[config.mk]
export PLATFORM = sky130hd
export DESIGN_NAME = nibble_collector
export DESIGN_NICKNAME = d
export VERILOG_FILES = /design/src/rtl/collector_pkg.sv /design/src/rtl/collector_timer.sv /design/src/rtl/nibble_collector.sv
export SDC_FILE = /design/constraint.sdc
export NUM_CORES = 1
export LEC_CHECK = 0
export ABC_AREA = 0
export CAP_MARGIN = 10
export CORE_MARGIN = 1.5
export CORE_UTILIZATION = 44
export CTS_CLUSTER_DIAMETER = 30
export DETAILED_ROUTE_END_ITERATION = 16
export PLACE_DENSITY = 0.86
export RECOVER_POWER = 100
export SKIP_CTS_REPAIR_TIMING = 1
export SLEW_MARGIN = 5
export SYNTH_ARGS = -nofsm -noshare
export SYNTH_HDL_FRONTEND = slang
export SYNTH_SLANG_ARGS = --single-unit
[constraint.sdc]
create_clock -name i_clk -period 1.8 [get_ports i_clk]
set_clock_uncertainty 0.2 [all_clocks]
set_input_delay 0.18 -clock i_clk [delete_from_list [all_inputs] [get_ports i_clk]]
set_output_delay 0.18 -clock i_clk [all_outputs]
set_load 0.02 [all_outputs]
[src/rtl/collector_pkg.sv]
// rtl/collector_pkg.sv - shared state encoding and default parameters for nibble_collector
//
// Purpose : FSM state type and the default NIBBLES / TIMEOUT_CYCLES values
//           used by nibble_collector and collector_timer.
// Ports   : none (package)
package collector_pkg;

  typedef enum logic [1:0] {
    IDLE    = 2'd0,
    COLLECT = 2'd1,
    HOLD    = 2'd2
  } state_t;

  localparam int NIBBLES_DEFAULT        = 4;
  localparam int TIMEOUT_CYCLES_DEFAULT = 15;

endpackage

[src/rtl/collector_timer.sv]
// rtl/collector_timer.sv - idle-cycle timer that flags an abandoned partial word
//
// Purpose : counts consecutive cycles with i_run=1; o_expire is high in the
//           cycle that completes the TIMEOUT_CYCLES-th consecutive idle cycle.
// Ports   : i_clk    - clock, rising edge
//           i_reset  - asynchronous active-high reset
//           i_run    - 1 while a partial word is waiting and no strobe is seen
//           o_expire - combinational, the current cycle is the last allowed one
module collector_timer
  import collector_pkg::*;
#(
  parameter int TIMEOUT_CYCLES = TIMEOUT_CYCLES_DEFAULT
) (
  input  logic i_clk,
  input  logic i_reset,
  input  logic i_run,
  output logic o_expire
);

  localparam logic [7:0] LAST_CNT = 8'(TIMEOUT_CYCLES - 1);

  logic [7:0] cnt_q;
  logic [7:0] cnt_d;

  always_ff @(posedge i_clk or posedge i_reset) begin
    if (i_reset) begin
      cnt_q <= 8'd0;
    end else begin
      cnt_q <= cnt_d;
    end
  end

  always_comb begin
    o_expire = i_run && (cnt_q == LAST_CNT);
    cnt_d    = cnt_q;
    // Any strobe (or leaving COLLECT) drops i_run and restarts the count.
    if (!i_run || o_expire) begin
      cnt_d = 8'd0;
    end else begin
      cnt_d = cnt_q + 8'd1;
    end
  end

endmodule

[src/rtl/nibble_collector.sv]
// rtl/nibble_collector.sv - assembles NIBBLES 4-bit strobes into one word with a hold handshake
//
// Purpose : packs nibbles LSB-first into a word, holds it until i_ready, flags
//           dropped nibbles, optionally discards stalled partial words.
// Macro   : NIBBLE_COLLECTOR_TIMEOUT_EN enables the idle timeout (collector_timer).
// Ports   : i_clk     - clock, rising edge
//           i_reset   - asynchronous active-high reset
//           i_sel     - nibble strobe, i_a valid when 1
//           i_a       - nibble data
//           o_word    - assembled word, zero unless o_valid
//           o_valid   - o_word holds a complete word
//           i_ready   - consumer takes o_word at an edge with o_valid=1
//           o_busy    - partial word in progress
//           o_overrun - one-cycle pulse, nibble dropped while holding
//           o_timeout - one-cycle pulse, partial word discarded
module nibble_collector
  import collector_pkg::*;
#(
  parameter int NIBBLES        = NIBBLES_DEFAULT,
  parameter int TIMEOUT_CYCLES = TIMEOUT_CYCLES_DEFAULT
) (
  input  logic                   i_clk,
  input  logic                   i_reset,
  input  logic                   i_sel,
  input  logic [3:0]             i_a,
  output logic [4*NIBBLES-1:0]   o_word,
  output logic                   o_valid,
  input  logic                   i_ready,
  output logic                   o_busy,
  output logic                   o_overrun,
  output logic                   o_timeout
);

  localparam int              CW   = $clog2(NIBBLES);
  localparam logic [CW-1:0]   LAST = CW'(NIBBLES - 1);
  localparam logic [CW-1:0]   ONE  = CW'(1);

  if (NIBBLES < 2 || NIBBLES > 8 || TIMEOUT_CYCLES < 1 || TIMEOUT_CYCLES > 255) begin : g_bad_cfg
    $error("nibble_collector: NIBBLES must be 2..8 and TIMEOUT_CYCLES 1..255");
  end

  state_t               state_q, state_d;
  logic [CW-1:0]        count_q, count_d;
  logic [4*NIBBLES-1:0] buf_q,   buf_d;
  logic                 overrun_q, overrun_d;
  logic                 timeout_expire;

`ifdef NIBBLE_COLLECTOR_TIMEOUT_EN
  logic timeout_q;

  collector_timer #(
    .TIMEOUT_CYCLES (TIMEOUT_CYCLES)
  ) u_timer (
    .i_clk    (i_clk),
    .i_reset  (i_reset),
    .i_run    ((state_q == COLLECT) && !i_sel),
    .o_expire (timeout_expire)
  );

  always_ff @(posedge i_clk or posedge i_reset) begin
    if (i_reset) begin
      timeout_q <= 1'b0;
    end else begin
      timeout_q <= timeout_expire;
    end
  end

  assign o_timeout = timeout_q;
`else
  assign timeout_expire = 1'b0;
  assign o_timeout      = 1'b0;
`endif

  // State register and datapath flops.
  always_ff @(posedge i_clk or posedge i_reset) begin
    if (i_reset) begin
      state_q   <= IDLE;
      count_q   <= '0;
      buf_q     <= '0;
      overrun_q <= 1'b0;
    end else begin
      state_q   <= state_d;
      count_q   <= count_d;
      buf_q     <= buf_d;
      overrun_q <= overrun_d;
    end
  end

  // Next-state logic.
  always_comb begin
    state_d   = state_q;
    count_d   = count_q;
    buf_d     = buf_q;
    overrun_d = 1'b0;
    case (state_q)
      IDLE: begin
        if (i_sel) begin
          buf_d      = '0;
          buf_d[3:0] = i_a;
          count_d    = ONE;
          state_d    = COLLECT;
        end
      end
      COLLECT: begin
        if (i_sel) begin
          buf_d[4*int'(count_q) +: 4] = i_a;
          if (count_q == LAST) begin
            count_d = '0;
            state_d = HOLD;
          end else begin
            count_d = count_q + ONE;
          end
        end else if (timeout_expire) begin
          buf_d   = '0;
          count_d = '0;
          state_d = IDLE;
        end
      end
      HOLD: begin
        if (i_ready) begin
          // The handshake edge may also start the next word.
          buf_d = '0;
          if (i_sel) begin
            buf_d[3:0] = i_a;
            count_d    = ONE;
            state_d    = COLLECT;
          end else begin
            count_d = '0;
            state_d = IDLE;
          end
        end else if (i_sel) begin
          overrun_d = 1'b1;
        end
      end
      default: begin
        buf_d   = '0;
        count_d = '0;
        state_d = IDLE;
      end
    endcase
  end

  // Outputs.
  always_comb begin
    o_valid   = (state_q == HOLD);
    o_busy    = (state_q == COLLECT);
    o_word    = o_valid ? buf_q : '0;
    o_overrun = overrun_q;
  end

endmodule
=== Word-level counts from Yosys, hierarchy flattened ===
Index checks and enable logic that the tools add are counted.

* Output and inout bits: 20
* Word-level logic and storage cells: 37
* Register bits: 21
* Input bits: 8

* Reductions and logical operators: 3
* Muxes and demuxes: 19
* Shifts and indexed selects: 2
* $add $sub $neg: 2
* Equal/unequal tests: 7

{| class="wikitable"
|+ Operators by type and width
! kind !! count
|-
| 16-bit 2-to-1 mux || 4
|-
| 16-bit one-hot mux with 3 select lines || 1
|-
| 4-bit negation with 33-bit output || 1
|-
| 4-bit by 33-bit variable shift with 16-bit output, first input constant || 1
|-
| 4-bit by 33-bit indexed part select with 16-bit output || 1
|-
| 16-bit bitwise mux || 1
|-
| 2-bit 2-to-1 mux || 6
|-
| 2-bit one-hot mux with 3 select lines || 2
|-
| 2-bit equality test, second input constant || 2
|-
| 1-bit 2-to-1 mux || 4
|-
| 4-bit 2-to-1 mux || 1
|-
| 2-bit by 1-bit inequality test with 1-bit output, second input constant || 2
|-
| 2-bit inequality test, second input constant || 2
|-
| 4-bit AND reduction || 1
|-
| 3-bit AND reduction || 1
|-
| 2-bit by 1-bit adder with 2-bit output, second input constant || 1
|-
| 2-bit by 1-bit equality test with 1-bit output, second input constant || 1
|-
| 2-bit zero test || 1
|}

=== Depth between registers and ports, before layout ===
* Depth in word-level cells: 5
* Gate-level depth with buffers: 6
* Depth with buffers taken out: 6

=== Least setup slack after synthesis ===
Ideal clock, no wire load.

* Path type: register to register
* Start point: register count_q[0]
* End point: register buf_q[0]
* Setup time: 83 ps
* Stages on the path, launching flop included: 6
* Path buffers: 0
* Arrival: 1,530 ps
* Path slack: -12 ps
* Clock period less this slack: 1,812 ps
* Path through: dfrtp_1 -> inv_1 -> ha_1 -> nor3b_1 -> a21oi_1 -> o21ai_0

* Cells in the longest elaborated chain, start to end: 5

{| class="wikitable"
|+ Ends and longest elaborated chain
! what !! RTL line !! text
|-
| start: declaration || nibble_collector.sv:43 || <nowiki>logic [CW-1:0] count_q, count_d;</nowiki>
|-
| start signal: assignment || nibble_collector.sv:83 || <nowiki>count_q <= count_d;</nowiki>
|-
| 4-bit negation with 33-bit output (*) || nibble_collector.sv:106 || <nowiki>buf_d[4*int'(count_q) +: 4] = i_a;</nowiki>
|-
| 4-bit by 33-bit indexed part select with 16-bit output / 4-bit by 33-bit variable shift with 16-bit output (equally long branches) || nibble_collector.sv:106 ||
|-
| 16-bit bitwise mux (*) || nibble_collector.sv:106 ||
|-
| 16-bit 2-to-1 mux (*) || nibble_collector.sv:105 || <nowiki>if (i_sel) begin</nowiki>
|-
| 16-bit one-hot mux with 3 select lines (*) || nibble_collector.sv:95 || <nowiki>case (state_q)</nowiki>
|-
| end signal: assignment || nibble_collector.sv:84 || <nowiki>buf_q <= buf_d;</nowiki>
|-
| end: declaration || nibble_collector.sv:44 || <nowiki>logic [4*NIBBLES-1:0] buf_q, buf_d;</nowiki>
|}

Mark *: on every way between the ends. The rest lies on a longest branch, timed or not. The select of a mux whose other input is x is not followed.
A chain may end at the register's enable or synchronous reset.

=== Final worst setup path ===
* Start point: register state_q[1]
* End point: output port o_word[9]

* Cells in the longest elaborated chain, start to end: 2

{| class="wikitable"
|+ Ends and longest elaborated chain
! what !! RTL line !! text
|-
| start: declaration || nibble_collector.sv:42 || <nowiki>state_t state_q, state_d;</nowiki>
|-
| start signal: assignment || nibble_collector.sv:82 || <nowiki>state_q <= state_d;</nowiki>
|-
| 2-bit equality test || nibble_collector.sv:145 || <nowiki>o_valid = (state_q == HOLD);</nowiki>
|-
| 16-bit 2-to-1 mux || nibble_collector.sv:147 || <nowiki>o_word = o_valid ? buf_q : '0;</nowiki>
|-
| end: declaration || nibble_collector.sv:26 || <nowiki>output logic [4*NIBBLES-1:0] o_word,</nowiki>
|}

No other way between the ends.

==> flow_summary.json <==
{
  "switching_share": 0.406,
  "intPower_mw": 1.23,
  "endpoint_kind": "primary output",
  "fin_nets": 181,
  "grt_pass1_vias": 1053,
  "syn-num-nets": 138,
  "ff2ff_setup_slack_ps": 90,
  "ys_ff_latch": 21,
  "synth_top_cell_area_share": 0.428,
  "timing.rr.start": "state_q[0]$_DFFE_PP0P_",
  "r2r-end": "buf_q[6]$_DFFE_PP0P_",
  "drive_gt1_frac": 0.293,
  "coreArea_sq_mm": 0.00257,
  "routed_wl_microns": 2990,
  "setup_viol": 0,
  "cts_tree": "built",
  "antenna_left": 0,
  "drt-vias-per-instance": 5.63,
  "firstDrtPassIters": 4,
  "min_to": "buf_q[10]$_DFFE_PP0P_",
  "min_path_type": "reg2reg",
  "grt.total_usage": 0.197,
  "drt_iter0_markers": 33,
  "io_pins": 28,
  "p_sw_mw": 0.841,
  "ys_seq_area_frac": 0.428,
  "worstPathCellList": "and2b_1 > buf_4 > and2_1 > buf_4",
  "antenna_cells": 0,
  "fin_crit_sh": 0.977,
  "clk_latency_ps": 310,
  "dieArea_sq_mm": 0.00312,
  "antenna_found_initial": 0,
  "min_period_ps": 1760,
  "die_h_microns": 55.8,
  "slew_viol_final": 0,
  "clkTransAtPathRegs_ps": 110,
  "holdWs_ps": 303,
  "critPathTopFamily": "flip-flops",
  "critPathBufInv": 2,
  "final_cell_area_sq_mm": 0.00164,
  "cpMostUsedCell": "buf_4",
  "htreeDepth": 1,
  "ys_top_cells_by_area": "dfrtp_1, and2_1, a21oi_1",
  "yosys_warnings": 0,
  "min_from": "buf_q[10]$_DFFE_PP0P_",
  "drc": 0,
  "p_per_area_mw_per_mm2": 1260,
  "rsz0062_at_grt": "yes",
  "netlist_area_sq_mm": 0.00123,
  "cts_buffers": 3,
  "p_clk_frac": 0.110,
  "yosys.area.top_type": "dfrtp_1",
  "worstPathArrival_ps": 1380,
  "p_leak_nw": 0.820,
  "clockBufferDepth": 2,
  "root_buffer": "clkbuf_4",
  "grt_start_max_net_pins": 22,
  "dr_total_vias": 1110,
  "startpoint": "state_q[1]$_DFFE_PP0P_",
  "placed_cell_area_sq_mm": 0.00161,
  "mostFrequentLayoutCells": "dfrtp_1, buf_4, a21oi_1",
  "synthCells": 125,
  "die_x_microns": 55.8,
  "criticalPathCategory": "reg2out",
  "slowest_delay_ps": 400,
  "dp_hpwl_microns": 2180,
  "wl_per_cell_microns": 15.2,
  "cts.sinks": 21,
  "globalplace.congestion": 0.835,
  "clock.fmax_ghz": 0.569,
  "hold_viol": 0,
  "cp-start-kind": "register",
  "std_cell_rows": 18,
  "yosysUniqueCellTypes": 33,
  "vdd_drop_max_mv": 1.25,
  "slowest_stage": "dfrtp_1",
  "required_ps": 1420,
  "crit_path_max_fanout": 8,
  "portBuffers": 26,
  "avgSynthCellArea_sq_um": 9.83,
  "status": "finished, final reports clean",
  "cap_violations": 0,
  "gr-total-overflow": 0,
  "final.setup.tns_ps": 0,
  "area_growth_syn_to_layout_pct": 33.6,
  "whs_path_depth": 1,
  "maxSlewHeadroom": 0.265,
  "start_util": 0.479,
  "fin_util": 0.639,
  "grt_pass1_wl_microns": 4780,
  "reg2reg_depth": 5,
  "pwr-share-seq": 0.332,
  "p_comb_frac": 0.558,
  "worst_pin_slew_ps": 1100
}
==> synthesized netlist by cell type, drive strengths merged <==
cell and instances:
a22oi 3, buf 4, nand2 7, conb 1
nand3 2, o21a 1, nand2b 3, dfrtp 21
a22o 9, o22ai 1, inv 8, ha 5
or3b 1, o22a 1, o21ai 8, clkbuf 1
a2bb2oi 1, o32ai 1, nor4 2, nor3b 2
and2b 2, and4b 1, and2 16, nor2b 5
nor2 1, a32oi 1, a21oi 17
==> worst max path at each step <==
stage / endpoint / slack (ps) / depth (start not counted)
global placement: o_word[8] / -2 / 4
global route: o_word[9] / -30 / 4
floorplan: o_word[10] / 40 / 4
finish: o_word[9] / 40 / 4
CTS: o_word[9] / -410 / 4
detailed placement: o_word[9] / -60 / 4
==> metrics by stage <==
| stage | cells | total power, mW | setup WS [ps] |
|---|---|---|---|
| 2_1_floorplan | 125 | 1.38 | 37.4 |
| 6_report | 197 | 2.07 | 41.9 |
| 3_5_place_dp | 189 | 1.70 | -58.1 |
| 4_1_cts | 193 | 1.93 | -411 |
| 5_1_grt | 197 | 2.22 | -30.1 |
| 3_3_place_gp | 189 | 1.66 | -1.75 |
==> sequential cells by signal, indices dropped and copies added, names as in the netlist <==
register and cells:
buf_q 16, count_q 2, state_q 2, o_overrun 1
==> power by group through the flow <==
stage	registers, mW	logic (mW)	clock network, mW
2_1_floorplan	0.693	0.682	0
3_3_place_gp	0.691	0.964	0
3_5_place_dp	0.698	1.01	0
6_report	0.688	1.15	0.227
4_1_cts	0.688	1.01	0.231
5_1_grt	0.704	1.25	0.260
==> cell families (layout without fill, tap and decap cells) <==
group                    Yosys count  in the layout  synth area share
buffers and inverters             13             55            0.0509
AND/OR/NAND/NOR                   42             42             0.239
adder cells (fa/ha/maj)            5              5            0.0509
AO/OA/AOI/OAI                     43             43             0.228
flip-flops                        21             21             0.428
other                              1              1           0.00305
==> layout make-up <==
class | count | area [sq um]
Multi-Input combinational cell | 91 | 672
Inverter | 8 | 30.0
Clock buffer | 3 | 22.5
Clock inverter | 1 | 5.00
Tap cell | 30 | 37.5
Timing Repair Buffer | 43 | 349
Sequential cell | 21 | 526
Fill cell | 216 | 926
==> layer usage <==
metal	GRT usage	wire length (microns)	vias up
met5	0	0	-
met4	0.0884	54	0
met3	0.0419	183	4
met2	0.335	1500	47
met1	0.239	1250	533
li1	-	-	526
(Power assumes the default switching activity.)
